<file path="config.mk">
export PLATFORM = sky130hd
export DESIGN_NAME = fb_access_sched_flat
export DESIGN_NICKNAME = d
export VERILOG_FILES = /design/src/rtl/fb_access_sched_pkg.sv /design/src/rtl/fb_access_sched_if.sv /design/src/rtl/fb_access_sched_wr_fifo.sv /design/src/rtl/fb_access_sched.sv /design/src/flat_wrapper.sv
export SDC_FILE = /design/constraint.sdc
export NUM_CORES = 1
export LEC_CHECK = 0
export BUFFER_PORTS_ARGS = -buffer_cell sky130_fd_sc_hd__clkbuf_2
export CAP_MARGIN = 5
export CORE_MARGIN = 2
export CORE_UTILIZATION = 31
export DETAILED_ROUTE_END_ITERATION = 16
export PLACE_DENSITY_LB_ADDON = 0.12
export REMOVE_ABC_BUFFERS = 1
export SYNTH_ARGS = -nofsm -noshare
export SYNTH_HDL_FRONTEND = slang
export SYNTH_SLANG_ARGS = --single-unit
</file>
<file path="constraint.sdc">
create_clock -name clk -period 5.4 [get_ports clk]
set_input_delay 0.54 -clock clk [delete_from_list [all_inputs] [get_ports clk]]
set_output_delay 0.54 -clock clk [all_outputs]
set_load 0.02 [all_outputs]
</file>
<file path="src/rtl/fb_access_sched_pkg.sv">
// Shared widths, clear-FSM state and write-request type for the framebuffer scheduler.
package fb_pkg;

  localparam int FB_HOR_W  = 7;
  localparam int FB_VER_W  = 8;
  localparam int FB_PIX_W  = 6;
  localparam int FB_ADDR_W = 15;

  typedef enum logic {
    ST_IDLE  = 1'b0,
    ST_CLEAR = 1'b1
  } fb_clr_state_e;

  typedef struct packed {
    logic [FB_VER_W-1:0] ver;
    logic [FB_HOR_W-1:0] hor;
    logic [FB_PIX_W-1:0] data;
  } fb_wr_req_t;

  // RAM address is simply row above column.
  function automatic logic [FB_ADDR_W-1:0] fb_addr(input logic [FB_VER_W-1:0] ver,
                                                   input logic [FB_HOR_W-1:0] hor);
    return {ver, hor};
  endfunction

endpackage

</file>
<file path="src/rtl/fb_access_sched_if.sv">
// Pixel-write producer handshake: master = drawing logic, slave = scheduler.
interface fb_access_sched_if;
  import fb_pkg::*;

  logic                wr_valid;
  logic                wr_ready;
  logic [FB_HOR_W-1:0] wr_hor;
  logic [FB_VER_W-1:0] wr_ver;
  logic [FB_PIX_W-1:0] wr_data;

  modport master (output wr_valid, wr_hor, wr_ver, wr_data, input wr_ready);
  modport slave  (input wr_valid, wr_hor, wr_ver, wr_data, output wr_ready);

endinterface

</file>
<file path="src/rtl/fb_access_sched_wr_fifo.sv">
// Synchronous write-request FIFO; DEPTH must be a power of two, >= 2.
module fb_wr_fifo
  import fb_pkg::*;
#(
  parameter int DEPTH = 4
) (
  input  logic       clk,
  input  logic       rst,
  input  logic       push,
  input  logic       pop,
  input  fb_wr_req_t din,
  output fb_wr_req_t dout,
  output logic       full,
  output logic       empty
);

  localparam int AW = $clog2(DEPTH);
  localparam logic [AW:0] DEPTH_C = (AW+1)'(DEPTH);

  logic [AW-1:0] wr_ptr_r;
  logic [AW-1:0] rd_ptr_r;
  logic [AW:0]   count_r;
  fb_wr_req_t    mem_r [DEPTH];
  logic          push_ok_s;
  logic          pop_ok_s;

  assign full      = (count_r == DEPTH_C);
  assign empty     = (count_r == {(AW+1){1'b0}});
  assign push_ok_s = push & ~full;
  assign pop_ok_s  = pop & ~empty;
  assign dout      = mem_r[rd_ptr_r];

  // Pointer and occupancy bookkeeping; simultaneous push/pop leaves count unchanged.
  always_ff @(posedge clk or negedge rst) begin
    if (!rst) begin
      wr_ptr_r <= {AW{1'b0}};
      rd_ptr_r <= {AW{1'b0}};
      count_r  <= {(AW+1){1'b0}};
    end else begin
      if (push_ok_s) wr_ptr_r <= wr_ptr_r + {{(AW-1){1'b0}}, 1'b1};
      if (pop_ok_s)  rd_ptr_r <= rd_ptr_r + {{(AW-1){1'b0}}, 1'b1};
      case ({push_ok_s, pop_ok_s})
        2'b10:   count_r <= count_r + {{AW{1'b0}}, 1'b1};
        2'b01:   count_r <= count_r - {{AW{1'b0}}, 1'b1};
        default: count_r <= count_r;
      endcase
    end
  end

  // Entry storage; contents are meaningless while the slot is unoccupied.
  always_ff @(posedge clk) begin
    if (push_ok_s) mem_r[wr_ptr_r] <= din;
  end

endmodule

</file>
<file path="src/rtl/fb_access_sched.sv">
// Framebuffer RAM port scheduler: VGA reads first, then clear sweep, then queued pixel writes.
// Optional macro FB_IDLE_WRITE_EN: writes may use any non-read cycle, not only vga_write slots.
module fb_access_sched
  import fb_pkg::*;
#(
  parameter int FIFO_DEPTH = 4,
  parameter int CLR_ROWS   = 150,
  parameter int CLR_COLS   = 128
) (
  input  logic                 clk,
  input  logic                 rst,
  input  logic                 vga_read,
  input  logic                 vga_write,
  input  logic [FB_HOR_W-1:0]  vga_hor_addr,
  input  logic [FB_VER_W-1:0]  vga_ver_addr,
  output logic [FB_PIX_W-1:0]  vga_data,
  fb_access_sched_if.slave     wr,
  input  logic                 clr_req,
  input  logic [FB_PIX_W-1:0]  clr_color,
  output logic                 clr_busy,
  output logic                 clr_done,
  output logic [FB_ADDR_W-1:0] ram_addr,
  output logic                 ram_we,
  output logic [FB_PIX_W-1:0]  ram_wdata,
  input  logic [FB_PIX_W-1:0]  ram_rdata
);

  localparam logic [FB_HOR_W-1:0] COL_LAST = FB_HOR_W'(CLR_COLS - 1);
  localparam logic [FB_VER_W-1:0] ROW_LAST = FB_VER_W'(CLR_ROWS - 1);

  fb_clr_state_e        state_r, state_n;
  logic [FB_VER_W-1:0]  row_r, row_n;
  logic [FB_HOR_W-1:0]  col_r, col_n;
  logic [FB_PIX_W-1:0]  color_r, color_n;
  logic                 done_r, done_n;
  logic [FB_ADDR_W-1:0] last_addr_r;
  logic                 rd_q_r;
  logic [FB_PIX_W-1:0]  vga_data_r;
  logic                 write_slot_s;
  logic                 clr_wr_s;
  logic                 pop_s;
  logic                 fifo_full_s;
  logic                 fifo_empty_s;
  fb_wr_req_t           head_s;
  fb_wr_req_t           push_req_s;

`ifdef FB_IDLE_WRITE_EN
  assign write_slot_s = 1'b1;
`else
  assign write_slot_s = vga_write;
`endif

  assign push_req_s  = '{ver: wr.wr_ver, hor: wr.wr_hor, data: wr.wr_data};
  assign wr.wr_ready = ~fifo_full_s;
  assign clr_busy    = (state_r == ST_CLEAR);
  assign clr_done    = done_r;
  assign vga_data    = vga_data_r;

  fb_wr_fifo #(.DEPTH(FIFO_DEPTH)) u_fifo (
    .clk   (clk),
    .rst   (rst),
    .push  (wr.wr_valid),
    .pop   (pop_s),
    .din   (push_req_s),
    .dout  (head_s),
    .full  (fifo_full_s),
    .empty (fifo_empty_s)
  );

  // Per-cycle RAM port grant; an idle port keeps presenting the previous address.
  always_comb begin
    clr_wr_s  = 1'b0;
    pop_s     = 1'b0;
    ram_we    = 1'b0;
    ram_wdata = {FB_PIX_W{1'b0}};
    ram_addr  = last_addr_r;
    if (vga_read) begin
      ram_addr = fb_addr(vga_ver_addr, vga_hor_addr);
    end else if (write_slot_s && (state_r == ST_CLEAR)) begin
      clr_wr_s  = 1'b1;
      ram_we    = 1'b1;
      ram_addr  = fb_addr(row_r, col_r);
      ram_wdata = color_r;
    end else if (write_slot_s && !fifo_empty_s) begin
      pop_s     = 1'b1;
      ram_we    = 1'b1;
      ram_addr  = fb_addr(head_s.ver, head_s.hor);
      ram_wdata = head_s.data;
    end else begin
      ram_addr  = last_addr_r;
    end
  end

  // Clear FSM next state: the sweep only moves on granted clear writes.
  always_comb begin
    state_n = state_r;
    row_n   = row_r;
    col_n   = col_r;
    color_n = color_r;
    done_n  = 1'b0;
    case (state_r)
      ST_IDLE: begin
        if (clr_req) begin
          state_n = ST_CLEAR;
          row_n   = {FB_VER_W{1'b0}};
          col_n   = {FB_HOR_W{1'b0}};
          color_n = clr_color;
        end else begin
          state_n = ST_IDLE;
        end
      end
      ST_CLEAR: begin
        if (clr_wr_s) begin
          if (col_r == COL_LAST) begin
            col_n = {FB_HOR_W{1'b0}};
            if (row_r == ROW_LAST) begin
              state_n = ST_IDLE;
              row_n   = {FB_VER_W{1'b0}};
              done_n  = 1'b1;
            end else begin
              row_n = row_r + 8'd1;
            end
          end else begin
            col_n = col_r + 7'd1;
          end
        end else begin
          state_n = ST_CLEAR;
        end
      end
      default: state_n = ST_IDLE;
    endcase
  end

  // State, sweep counters, held address and the one-cycle-late VGA pixel capture.
  always_ff @(posedge clk or negedge rst) begin
    if (!rst) begin
      state_r     <= ST_IDLE;
      row_r       <= {FB_VER_W{1'b0}};
      col_r       <= {FB_HOR_W{1'b0}};
      color_r     <= {FB_PIX_W{1'b0}};
      done_r      <= 1'b0;
      last_addr_r <= {FB_ADDR_W{1'b0}};
      rd_q_r      <= 1'b0;
      vga_data_r  <= {FB_PIX_W{1'b0}};
    end else begin
      state_r     <= state_n;
      row_r       <= row_n;
      col_r       <= col_n;
      color_r     <= color_n;
      done_r      <= done_n;
      last_addr_r <= ram_addr;
      rd_q_r      <= vga_read;
      vga_data_r  <= rd_q_r ? ram_rdata : {FB_PIX_W{1'b0}};
    end
  end

endmodule
</file>
<file path="src/flat_wrapper.sv">
// flat-port wrapper written by rule: the top's interface ports become plain ports
module fb_access_sched_flat import fb_pkg::*;
#(
  parameter int FIFO_DEPTH = 4,
  parameter int CLR_ROWS   = 150,
  parameter int CLR_COLS   = 128
)
  (clk, rst, vga_read, vga_write, vga_hor_addr, vga_ver_addr, vga_data, clr_req, clr_color, clr_busy, clr_done, ram_addr, ram_we, ram_wdata, ram_rdata, wr_wr_valid, wr_wr_hor, wr_wr_ver, wr_wr_data, wr_wr_ready);
  fb_access_sched_if wr_i ();
  input  logic clk;
  input  logic rst;
  input  logic vga_read;
  input  logic vga_write;
  input  logic [FB_HOR_W-1:0] vga_hor_addr;
  input  logic [FB_VER_W-1:0] vga_ver_addr;
  output logic [FB_PIX_W-1:0] vga_data;
  input  logic clr_req;
  input  logic [FB_PIX_W-1:0] clr_color;
  output logic clr_busy;
  output logic clr_done;
  output logic [FB_ADDR_W-1:0] ram_addr;
  output logic ram_we;
  output logic [FB_PIX_W-1:0] ram_wdata;
  input  logic [FB_PIX_W-1:0] ram_rdata;
  input wire logic [$bits(wr_i.wr_valid)-1:0] wr_wr_valid;
  input wire logic [$bits(wr_i.wr_hor)-1:0] wr_wr_hor;
  input wire logic [$bits(wr_i.wr_ver)-1:0] wr_wr_ver;
  input wire logic [$bits(wr_i.wr_data)-1:0] wr_wr_data;
  output wire logic [$bits(wr_i.wr_ready)-1:0] wr_wr_ready;
  assign wr_i.wr_valid = wr_wr_valid;
  assign wr_i.wr_hor = wr_wr_hor;
  assign wr_i.wr_ver = wr_wr_ver;
  assign wr_i.wr_data = wr_wr_data;
  assign wr_wr_ready = wr_i.wr_ready;
  fb_access_sched #(.FIFO_DEPTH(FIFO_DEPTH), .CLR_ROWS(CLR_ROWS), .CLR_COLS(CLR_COLS)) u_core (.clk(clk), .rst(rst), .vga_read(vga_read), .vga_write(vga_write), .vga_hor_addr(vga_hor_addr), .vga_ver_addr(vga_ver_addr), .vga_data(vga_data), .wr(wr_i), .clr_req(clr_req), .clr_color(clr_color), .clr_busy(clr_busy), .clr_done(clr_done), .ram_addr(ram_addr), .ram_we(ram_we), .ram_wdata(ram_wdata), .ram_rdata(ram_rdata));
endmodule
</file>
After elaboration in Yosys (flattened, before gate mapping)
Memory sizes are Yosys's and may differ from the RTL's.
Index checks and enable logic that the tools add are counted.
{"block": "word_totals", "regBits": 52, "ramBits": 84, "in_bits": 54, "output_inout_bits": 31, "word_cells": 74, "memories": 1}
{"name": "u_core.u_fifo.mem_r", "words": 4, "width": 21, "read_ports": 1, "rd_clocked_by_memory_dff": 0, "wr": 1, "line": "fb_access_sched_wr_fifo.sv:23", "source": "fb_wr_req_t mem_r [DEPTH];"}
{"block": "op_classes", "n_addsub": 6, "n_eq_ne": 8, "muxes": 35, "bitwise": 5, "n_reduce_logical": 8}
{"cell": "$mux 15", "count": 3}
{"cell": "$mux 8", "count": 4}
{"cell": "$mux 6", "count": 4}
{"cell": "$mux 7", "count": 3}
{"cell": "$mux 1", "count": 17}
{"cell": "$pmux 8 s2", "count": 1}
{"cell": "$pmux 7 s2", "count": 1}
{"cell": "$add 8x1->8 const B", "count": 1}
{"cell": "$eq 8x8->1 const B", "count": 1}
{"cell": "$add 7x1->7 const B", "count": 1}
{"cell": "$eq 7x7->1 const B", "count": 1}
{"cell": "$ne 2x2->1 const B", "count": 3}
{"cell": "$pmux 3 s2", "count": 1}
{"cell": "$add 2x1->2 const B", "count": 2}
{"cell": "$reduce_and 2->1", "count": 2}
{"cell": "$add 3x1->3 const B", "count": 1}
{"cell": "$eq 3x3->1 const B", "count": 1}
{"cell": "$logic_not 3->1", "count": 1}
{"cell": "$not 1->1", "count": 3}
{"cell": "$reduce_and 3->1", "count": 1}
{"cell": "$sub 3x1->3 const B", "count": 1}
{"cell": "$and 1x1->1", "count": 2}
{"cell": "$eq 2x1->1 const B", "count": 1}
{"cell": "$eq 2x2->1 const B", "count": 1}
{"cell": "4 further kinds", "count": 5}

Longest topological paths before layout
{"block": "depth", "depth_word": 9, "mapped_depth": 10, "depth_no_buf": 10}

By module
From an unflattened synthesis, not the netlist that was laid out.
{"block": "unflattened", "hier_cells": 407, "hier_area_um2": 5830.6}
{"module": "fb_wr_fifo", "n_inst": 1, "cells_per_inst": 147, "area_each_um2": 3493.4}
{"module": "fb_access_sched", "n_inst": 1, "cells_per_inst": 260, "area_each_um2": 2337.2}

Worst setup path before layout
Ideal clock, no wire load.
{"block": "synth_path", "path_kind": "reg2out", "startpoint": "reg u_core.state_r, in the netlist u_core.clr_busy", "endpoint": "out ram_addr[5]", "arrival_time_ps": 1738, "t_required_ps": 4860, "setup_slack_ps": 3122, "stages_incl_launch_ff": 6, "path_buffers": 1, "cell_sequence": "dfrtp_1 -> o41ai_4 -> buf_4 -> a221o_1 -> a21oi_1 -> a21oi_1"}
{"block": "synth_between", "elab_chain_cells": 3}
{"element": "start: declaration", "line": "fb_access_sched.sv:31", "source": "fb_clr_state_e state_r, state_n;"}
{"element": "start signal: assignment", "line": "fb_access_sched.sv:146", "source": "state_r <= state_n;"}
{"element": "$logic_and 1x1->1", "line": "fb_access_sched.sv:79", "source": "end else if (write_slot_s && (state_r == ST_CLEAR)) begin"}
{"element": "$mux 15", "line": "fb_access_sched.sv:79"}
{"element": "$mux 15", "line": "fb_access_sched.sv:77", "source": "if (vga_read) begin"}
{"element": "end: declaration", "line": "flat_wrapper.sv:21", "source": "output logic [FB_ADDR_W-1:0] ram_addr;"}
Every way passes these cells.

Worst setup path after layout
{"block": "layout_path", "startpoint": "reg u_core.state_r, in the netlist u_core.clr_busy", "endpoint": "out ram_addr[10]"}
Same word-level chain as after synthesis.

==> results.tsv <==
stage	metric	value	unit
sta	final-report hold violation count	0	
power_and_ir_drop	leakage power	2.81	nW
sta	Slew headroom	21.3	%
final_layout	area growth from synthesis to layout	23.5	%
clock_tree	CTS H-tree depth	4	
worst_setup_path	Startpoint Class	flip-flop	
final_layout	n_diodes	0	
worst_setup_path	CP max FO	17	
global_routing	largest net degree at the start of global routing	53	
power_and_ir_drop	IR drop worst, VDD	0.000223	V
die	io pins	85	
synthesis	Ys Warns	0	
route	via count	3543	
route	Avg WL per Cell	19.4	µm
sta	Setup Viol. Count Final	0	
worst_setup_path	arrival time at the worst endpoint	2.85	ns
synthesis	Avg Inst Size Synth	15.5	µm²
global_routing	vias in the first global route	3610	
clock_tree	Max Root-Sink Buffers	2	
die	core area	18000	µm²
global_routing	antenna violations before repair	0	
die	die height	140	µm
sta	setup TNS	0	ns
power_and_ir_drop	PwrDens	443	nW/µm²
clock_tree	Post-CTS Setup Bufs	0	
sta	Worst-Margin Slew	1.18	ns
min_path	Hold Crit Class	input port to async pin	
route	Routed Antenna Nets	0	
clock_tree	Clk Latency, worst-skew pair	0.42	ns
clock_tree	cell chosen for the clock root	clkbuf_16	
global_routing	GRT Resource Usage Total	14.7	%
sta	f_max	295	MHz
global_routing	total gr overflow	0	
synthesis	register area share after synthesis	66.9	%
clock_tree	hold bufs inserted after CTS	0	
die	die width	140	µm
sta	Final WS setup	2.01	ns
synthesis	Seq cells post-synth	136	
final_layout	share of post-route cells with drive strength above 1	33.8	%
synthesis	count of cell types in the netlist	49	
flow_run	max_cap viols	0	
placement	DP Worst Slack	2.41	ns
worst_setup_path	Worst setup EP type	output pin	
die	Initial Utilization	31.7	%
clock_tree	clock-pin slew on the worst setup and hold paths	0.06	ns
clock_tree	cts repair resizes	0	
route	Post-Route WL	13.7	mm
placement	GP Congestion	0.751	
die	Rows	49	
worst_setup_path	Crit Path Class	flip-flop to output pin	
sta	Final Skew	0.00846	ns
route	Pre-antenna DRT Iters	4	
synthesis	Async S/R FF share, synth	38.2	%
clock_tree	clk sinks	136	
synthesis	cell count after synthesis	368	
final_layout	Post-layout nets	526	
worst_setup_path	required time of the critical path	4.86	ns
sta	Max Slew Vio Count	0	
status	status	completed	
placement	DP HPWL	8.77	mm
sta	period utilisation layout	62.8	%
clock_tree	TritonCTS clock tree	yes	
synthesis	top_reg_cell synth	edfxtp_1	
route	via/cell ratio	5.03	
route	Iteration-0 DRC Markers	216	
global_routing	global-route wire length before repair	21.1	mm
clock_tree	CTS buffer count	17	
sta	RSZ-0062 raised after global routing	false	
final_layout	fillers	1720	
die	Die Area	19500	µm²
synthesis	post-synthesis instance area	5720	µm²
synthesis	EDFF count, synth	84	
sta	fin crit period	3.39	ns
placement	port bufs	84	
route	# DRC	0	
## kinds of logic after synthesis
logic type,count (synthesis),share of synthesized area (%)
adder cells (fa/ha/maj),9,2.10
AO/OA/AOI/OAI,80,9.98
flip-flops,136,66.9
buffers and inverters,42,3.24
multiplexers,29,9.83
AND/OR/NAND/NOR,62,6.43
XOR/XNOR,10,1.53
## critical path: stages (launching register included)
cell and delay (ns):
dfrtp_1 0.61, o41ai_4 1.02, a221o_1 0.28, a21oi_1 0.05
a21oi_1 0.25, clkbuf_2 0.22
## state kept, by name (all words and copies together) (netlist names)
name and count:
u_core.u_fifo.count_r 3, u_core.rd_q_r 1, u_core.u_fifo.wr_ptr_r 2, u_core.color_r 6, u_core.last_addr_r 15, u_core.col_r 7, u_core.clr_busy 1, u_core.row_r 8
u_core.u_fifo.mem_r 84, u_core.u_fifo.rd_ptr_r 2, u_core.clr_done 1, u_core.vga_data 6
## through the flow
step / power (W) / util, % / cells / cell area, µm² / hold slack [ns]
6_report: 0.00313 / 39.2 / 705 / 7060 / 0.270
5_1_grt: 0.00326 / 39.2 / 705 / 7060 / 0.316
4_1_cts: 0.00316 / 39.2 / 705 / 7060 / 0.301
3_5_place_dp: 0.00187 / 35.5 / 673 / 6400 / 0.466
3_3_place_gp: 0.00186 / 35.5 / 673 / 6400 / 0.460
2_1_floorplan: 0.00166 / - / 352 / 5630 / 0.244
## Yosys cell counts, types with 6 or more instances
| cell type | count | area share, % |
|---|---|---|
| a21oi_1 | 31 | 2.7 |
| a221o_1 | 14 | 2.5 |
| a22o_1 | 8 | 1.2 |
| and2_1 | 9 | 0.98 |
| buf_2 | 7 | 0.61 |
| dfrtp_1 | 52 | 23 |
| edfxtp_1 | 84 | 44 |
| ha_1 | 8 | 1.8 |
| inv_1 | 26 | 1.7 |
| mux2_2 | 7 | 1.4 |
| mux4_2 | 21 | 8.3 |
| nand2_1 | 16 | 1.1 |
| nand3_1 | 7 | 0.61 |
| nor2_1 | 6 | 0.39 |
| o21ai_0 | 12 | 1.1 |
## routing by layer
metal  vias up  track usage [%]  wire [µm]
met5         -                0          0
li1       1615                -          -
met4         0             7.32        344
met2        94             23.1       6560
met1      1815             19.1       6120
met3        19             3.65        638
## power breakdown
| part | switching (W) | internal, W |
|---|---|---|
| Sequential | 0.000100 | 0.00131 |
| Clock | 0.000432 | 0.000858 |
| Combinational | 0.000265 | 0.000163 |
| Total | 0.000797 | 0.00233 |
## final cells by class
class	instances	area, µm²	area share [%]
inverter	26	97.6	1.38
multi-input combinational	190	1710	24.3
timing repair buffer	92	480	6.81
clock inverter	15	231	3.28
clock buffer	17	425	6.03
sequential	136	3820	54.2
tap	229	287	4.06
## placed cells by master, fill, tap and decap left out, types with 3 or more instances in the layout
cell,netlist,final
nand2_1,16,16
clkinvlp_4,0,3
o21ai_0,12,12
edfxtp_1,84,84
buf_4,3,8
and3_1,5,5
bufinv_16,0,6
a21oi_1,31,31
nor3_1,4,4
xnor2_1,5,5
nor2_1,6,6
a221o_1,14,14
dfrtp_1,52,52
mux2_2,7,7
mux4_2,21,21
nand3_1,7,7
a22o_1,8,8
clkbuf_2,0,84
xor2_1,5,5
clkbuf_16,0,17
and2_1,9,9
clkinv_2,0,5
inv_1,26,26
ha_1,8,8
## final timing paths
| path | start | end | slack [ns] | depth (start not counted) |
|---|---|---|---|---|
| min in group clk | ram_rdata[3] | u_core.vga_data[3] | 0.34 | 2 |
| max reg2reg | u_core.clr_busy | u_core.u_fifo.count_r[2] | 2.85 | 8 |
| min reg2reg | u_core.last_addr_r[13] | u_core.last_addr_r[13] | 0.48 | 2 |
| max | u_core.clr_busy | ram_addr[10] | 2.01 | 5 |
| max in group asynchronous | rst | u_core.last_addr_r[14] | 4.62 | 2 |
| min | rst | u_core.u_fifo.wr_ptr_r[0] | 0.27 | 2 |
(Power assumes the default switching activity.)
